**src/rtl/calc_core.sv**
```systemverilog
// Calculator arithmetic core: latches two 4-bit operands under key control, applies the
// selected operation and scans the signed decimal result onto a 4-digit common-anode display.
module calc_core #(
    parameter int unsigned REFRESH_CYCLES = 50000
) (
    input  logic        clk,
    input  logic        rst,
    input  logic [3:0]  in_number,
    input  logic [3:0]  arif,
    input  logic [1:0]  key,
    output logic [3:0]  anodes,
    output logic [7:0]  segments,
    output logic [10:0] result,
    output logic        err
);

    localparam int unsigned CNT_W = $clog2(REFRESH_CYCLES + 1);

    localparam logic [7:0] SEG_MINUS = 8'hBF;
    localparam logic [7:0] SEG_E     = 8'h86;
    localparam logic [7:0] SEG_R     = 8'hAF;
    localparam logic [7:0] SEG_BLANK = 8'hFF;

    typedef enum logic [2:0] {
        OP_NONE,
        OP_ADD,
        OP_SUB,
        OP_MUL,
        OP_DIV
    } op_t;

    logic [1:0]       key_s1, key_s2, key_prev;
    logic [3:0]       arif_s1, arif_s2;
    logic [1:0]       settle;
    logic [3:0]       op_a, op_b;
    logic             show_ops;
    logic [1:0]       digit_idx;
    logic [CNT_W-1:0] refresh_cnt;

    logic [1:0]  key_fall;
    logic        load_a, load_b;
    op_t         op_sel;
    logic [10:0] nxt_result;
    logic        nxt_err;
    logic [10:0] mag;
    logic [3:0]  hund, tens, units;
    logic [7:0]  dseg [4];

    function automatic logic [7:0] seg_digit(input logic [3:0] d);
        case (d)
            4'd0:    seg_digit = 8'hC0;
            4'd1:    seg_digit = 8'hF9;
            4'd2:    seg_digit = 8'hA4;
            4'd3:    seg_digit = 8'hB0;
            4'd4:    seg_digit = 8'h99;
            4'd5:    seg_digit = 8'h92;
            4'd6:    seg_digit = 8'h82;
            4'd7:    seg_digit = 8'hF8;
            4'd8:    seg_digit = 8'h80;
            4'd9:    seg_digit = 8'h90;
            default: seg_digit = SEG_BLANK;
        endcase
    endfunction

    // Loads stay blocked until the synchronizers have carried real key levels through,
    // so a key already held low at reset release never registers as a falling edge.
    assign key_fall = key_prev & ~key_s2;
    assign load_a   = (settle == 2'd3) && key_fall[0] && key_s2[1];
    assign load_b   = (settle == 2'd3) && key_fall[1] && key_s2[0];

    always_comb begin
        op_sel = OP_NONE;
        if (!arif_s2[0])      op_sel = OP_ADD;
        else if (!arif_s2[1]) op_sel = OP_SUB;
        else if (!arif_s2[2]) op_sel = OP_MUL;
        else if (!arif_s2[3]) op_sel = OP_DIV;
    end

    always_comb begin
        nxt_result = '0;
        nxt_err    = 1'b0;
        case (op_sel)
            OP_ADD: nxt_result = {7'b0, op_a} + {7'b0, op_b};
            OP_SUB: nxt_result = {7'b0, op_a} - {7'b0, op_b};
            OP_MUL: nxt_result = {7'b0, op_a} * {7'b0, op_b};
            OP_DIV: begin
                if (op_b == 4'd0) nxt_err = 1'b1;
                else              nxt_result = {7'b0, op_a / op_b};
            end
            default: nxt_result = '0;
        endcase
    end

    always_comb begin
        mag   = result[10] ? (~result + 11'd1) : result;
        hund  = 4'(mag / 11'd100);
        tens  = 4'((mag / 11'd10) % 11'd10);
        units = 4'(mag % 11'd10);
        for (int unsigned i = 0; i < 4; i++) dseg[i] = SEG_BLANK;
        if (err) begin
            dseg[3] = SEG_E;
            dseg[2] = SEG_R;
            dseg[1] = SEG_R;
        end else if (show_ops) begin
            if (op_a >= 4'd10) dseg[3] = seg_digit(4'd1);
            dseg[2] = seg_digit((op_a >= 4'd10) ? op_a - 4'd10 : op_a);
            if (op_b >= 4'd10) dseg[1] = seg_digit(4'd1);
            dseg[0] = seg_digit((op_b >= 4'd10) ? op_b - 4'd10 : op_b);
        end else begin
            if (result[10]) dseg[3] = SEG_MINUS;
            if (hund != 4'd0) dseg[2] = seg_digit(hund);
            if (hund != 4'd0 || tens != 4'd0) dseg[1] = seg_digit(tens);
            dseg[0] = seg_digit(units);
        end
    end

    always_ff @(posedge clk) begin
        if (rst) begin
            key_s1      <= '1;
            key_s2      <= '1;
            key_prev    <= '1;
            arif_s1     <= '1;
            arif_s2     <= '1;
            settle      <= '0;
            op_a        <= '0;
            op_b        <= '0;
            result      <= '0;
            err         <= 1'b0;
            show_ops    <= 1'b1;
            digit_idx   <= '0;
            refresh_cnt <= '0;
            anodes      <= '1;
            segments    <= '1;
        end else begin
            key_s1   <= key;
            key_s2   <= key_s1;
            key_prev <= key_s2;
            arif_s1  <= arif;
            arif_s2  <= arif_s1;
            if (settle != 2'd3) settle <= settle + 2'd1;
            if (load_a) op_a <= in_number;
            if (load_b) op_b <= in_number;
            result   <= nxt_result;
            err      <= nxt_err;
            show_ops <= (op_sel == OP_NONE);
            if (refresh_cnt == CNT_W'(REFRESH_CYCLES - 1)) begin
                refresh_cnt <= '0;
                digit_idx   <= digit_idx + 2'd1;
            end else begin
                refresh_cnt <= refresh_cnt + CNT_W'(1);
            end
            anodes   <= ~(4'b0001 << digit_idx);
            segments <= dseg[digit_idx];
        end
    end

endmodule

```
**config.mk**
```make
export PLATFORM = sky130hd
export DESIGN_NAME = calc_core
export DESIGN_NICKNAME = d
export VERILOG_FILES = /design/src/rtl/calc_core.sv
export SDC_FILE = /design/constraint.sdc
export NUM_CORES = 1
export LEC_CHECK = 0
export BUFFER_PORTS_ARGS = -buffer_cell sky130_fd_sc_hd__buf_2
export CAP_MARGIN = 20
export CORE_MARGIN = 2
export CORE_UTILIZATION = 63
export CTS_BUF_LIST = sky130_fd_sc_hd__clkbuf_16
export DETAILED_ROUTE_END_ITERATION = 10
export PLACE_DENSITY = 0.82
export RECOVER_POWER = 50
export SYNTH_ARGS = -nofsm -noshare
export SYNTH_HDL_FRONTEND = slang
export SYNTH_SLANG_ARGS = --single-unit
```
**constraint.sdc**
```tcl
create_clock -name clk -period 8.11 [get_ports clk]
set_clock_uncertainty 0.05 [all_clocks]
set_input_delay 2.0275 -clock clk [delete_from_list [all_inputs] [get_ports clk]]
set_output_delay 2.0275 -clock clk [all_outputs]
set_load 0.01 [all_outputs]
```
==> metrics.yaml <==
cts:
  cts_tree: "yes"
  clockRootBuffer: "clkbuf_16"
  numCtsBuffers: 9
  cts_resized: 0
  clk_latency_ns: 0.33
  clkTransAtPathRegs_ns: 0.06
  hold_buffers: 0
  cts_max_level: 3
  postCtsSetupBuffers: 0
  clock_path_buffers: 2
  cts.sinks: 64
yosys:
  synth_area_mm2: 0.00601
  yosys.area_share.simple_pct: 20.4
  syn_area_per_cell_um2: 8.10
  async_reset_ff_share_pct: 0
  synth.top_cells.by_count: "ha_1 (74), nor2_1 (73), dfxtp_1 (64), a21oi_1 (49), inv_1 (49)"
  ys_seq_elements: 64
  synthCells: 742
  yosysUniqueCellTypes: 87
  synth-main-ff-cell: "dfxtp_1"
  synth_area_leaders: "dfxtp_1 (21%), ha_1 (15%), nor2_1 (4.6%), a21oi_1 (4.1%), o21ai_0 (3.9%)"
  synth_edf_count: 0
  synthAdderAreaFrac_pct: 17.6
  yosysTopAreaCellShare_pct: 21.3
  synth_area_leader_cell: "dfxtp_1"
  yosys_warnings: 0
  synth_top_family_by_area: "compound AO/OA/AOI/OAI gates"
  synthMuxAreaShare_pct: 4.20
  synth-compound-area-share_pct: 25.8
  synth_most_common_cell: "ha_1"
  synth_seq_area_share_pct: 21.3
  synth_xor_xnor_area_share_pct: 4.79
finish:
  insertedDiodeCount: 0
  fillers: 759
  fin_util_pct: 70.0
  nets: 849
  final_layout_size_suffix_gt1_share_pct: 11.9
  syn_to_final_growth_pct: 7.53
routing:
  first_pass_iters: 6
  via_per_inst: 6.21
  drtIter0Drc: 330
  finalWirelength_mm: 14.8
  wl_per_cell_um: 16.6
  ant_nets: 0
  vias: 5530
  drc_errors: 0
placed_design:
  gp_congestion: 0.927
  io_buffers: 34
  place_ws_ns: 1.08
  place.detailed.hpwl_mm: 10.9
floorplan:
  ios: 36
  core_mm2: 0.00924
  placementRows: 35
  die_area_mm2: 0.0103
  start_util_pct: 65.1
  die_w_um: 102
  die_h_um: 102
grt:
  grt-busiest-layer: "met2"
  grt_max_degree: 47
  grt_use_met1_pct: 35.7
  globalRouteMet2Util_pct: 52.6
  grt_pass1_vias: 5226
  grt_use_total_pct: 29.4
  antenna_found_initial: 0
  met3_usage_pct: 4.07
  grt.overflow.total: 0
  grt_first_pass_wirelength_mm: 24.5
worst_setup_path:
  cpLargestDelayFamily: "compound AO/OA/AOI/OAI gates"
  crit_path_start_kind: "register"
  critPathBufInv: 4
  critPathKind: "reg -> reg"
  cp.required_ns: 8.28
  slowest_delay_ns: 0.59
  crit_arrival_ns: 7.28
  crit_fanout: 12
  worst_path_max_delay_cell: "dfxtp_1"
  endpoint_kind: "register"
sta:
  tns_ns: 0
  max_freq_mhz: 141
  period_minus_slack_ns: 7.11
  worstMarginPinSlew_ns: 1.77
  finalHoldWorstSlack_ns: 0.350
  layout_setup_ws_ns: 1.00
  slew_headroom_pct: -17.8
  final-max-slew-violation-count: 47
  finalHoldViolations: 0
  final-setup-viol-count: 0
  grt_setup_unrepaired: "false"
  finalCritPeriodShare_pct: 87.6
power_and_ir_drop:
  power_density_mw_per_mm2: 119
  power_leakage_nw: 2.72
  ir_drop_mv: 0.165
hold_path:
  min_path_type: "reg -> reg"
flow_run:
  drv_cap: 1
outcome:
  run_status: "complete, but fails checks"
  violations: "capacitance limit, slew limit"
==> routing by layer <==
layer / part of all wire [%] / vias up
met1: 42 / 2589
met3: 5.3 / 42
met4: 2.6 / 0
met5: 0 / -
li1: - / 2717
met2: 50 / 182
==> worst paths after layout <==
path / from / endpoint / cells after the start / slack [ns]
max: result[0] / segments[1] / 27 / 1.00
min: arif_s1[1] / arif_s2[1] / 1 / 0.35
max reg2reg: result[0] / segments[1] / 27 / 1.00
min reg2reg: arif_s1[1] / arif_s2[1] / 1 / 0.35
==> stage by stage <==
stage               instances  cell area, µm²  power [W]
floorplan                 743            6020   0.000403
global route              891            6460   0.000798
detailed placement        875            6210   0.000426
CTS                       891            6480   0.000772
global placement          875            6210   0.000421
finish                    891            6460   0.000768
==> kinds of logic after synthesis <==
| kind of cell | count (synthesis) |
|---|---|
| compound gates | 219 |
| xor+xnor | 32 |
| fa+ha+maj | 81 |
| buf+inv | 83 |
| flops | 64 |
| mux | 24 |
| other cells | 2 |
| simple gates | 237 |
==> report_power, final <==
part           internal, W  switching, W
combinational    0.0000354     0.0000502
sequential        0.000326    0.00000917
clock             0.000206      0.000141
==> state kept, by name (all words and copies together), names as in the netlist <==
signal and flops:
arif_s1 4, err 1, anodes 4, op_b 4, key_s2 2, key_prev 2
arif_s2 4, show_ops 1, op_a 4, settle 2, digit_idx 2, refresh_cnt 16
key_s1 2, result 9, segments 7
==> area by class of cell <==
cell class              count  area [µm²]  area share, %
flip-flops and latches     64        1280           19.8
clock buffers               9         225           3.48
well taps                 129         161           2.50
repair buffers             36         171           2.65
multi-input cells         596        4390           67.9
clock inverters             7        47.5          0.735
inverters                  50         188           2.90
==> placed cells by master (no fill, tap or decap), drive strengths merged, types with 20 or more instances in the layout <==
cell	n
nand3	25
nor2	75
dfxtp	64
buf	25
a21oi	49
inv	51
xnor2	21
o21ai	54
clkbuf	20
ha	74
nand2	39
mux2i	20
(Power assumes the default switching activity.)
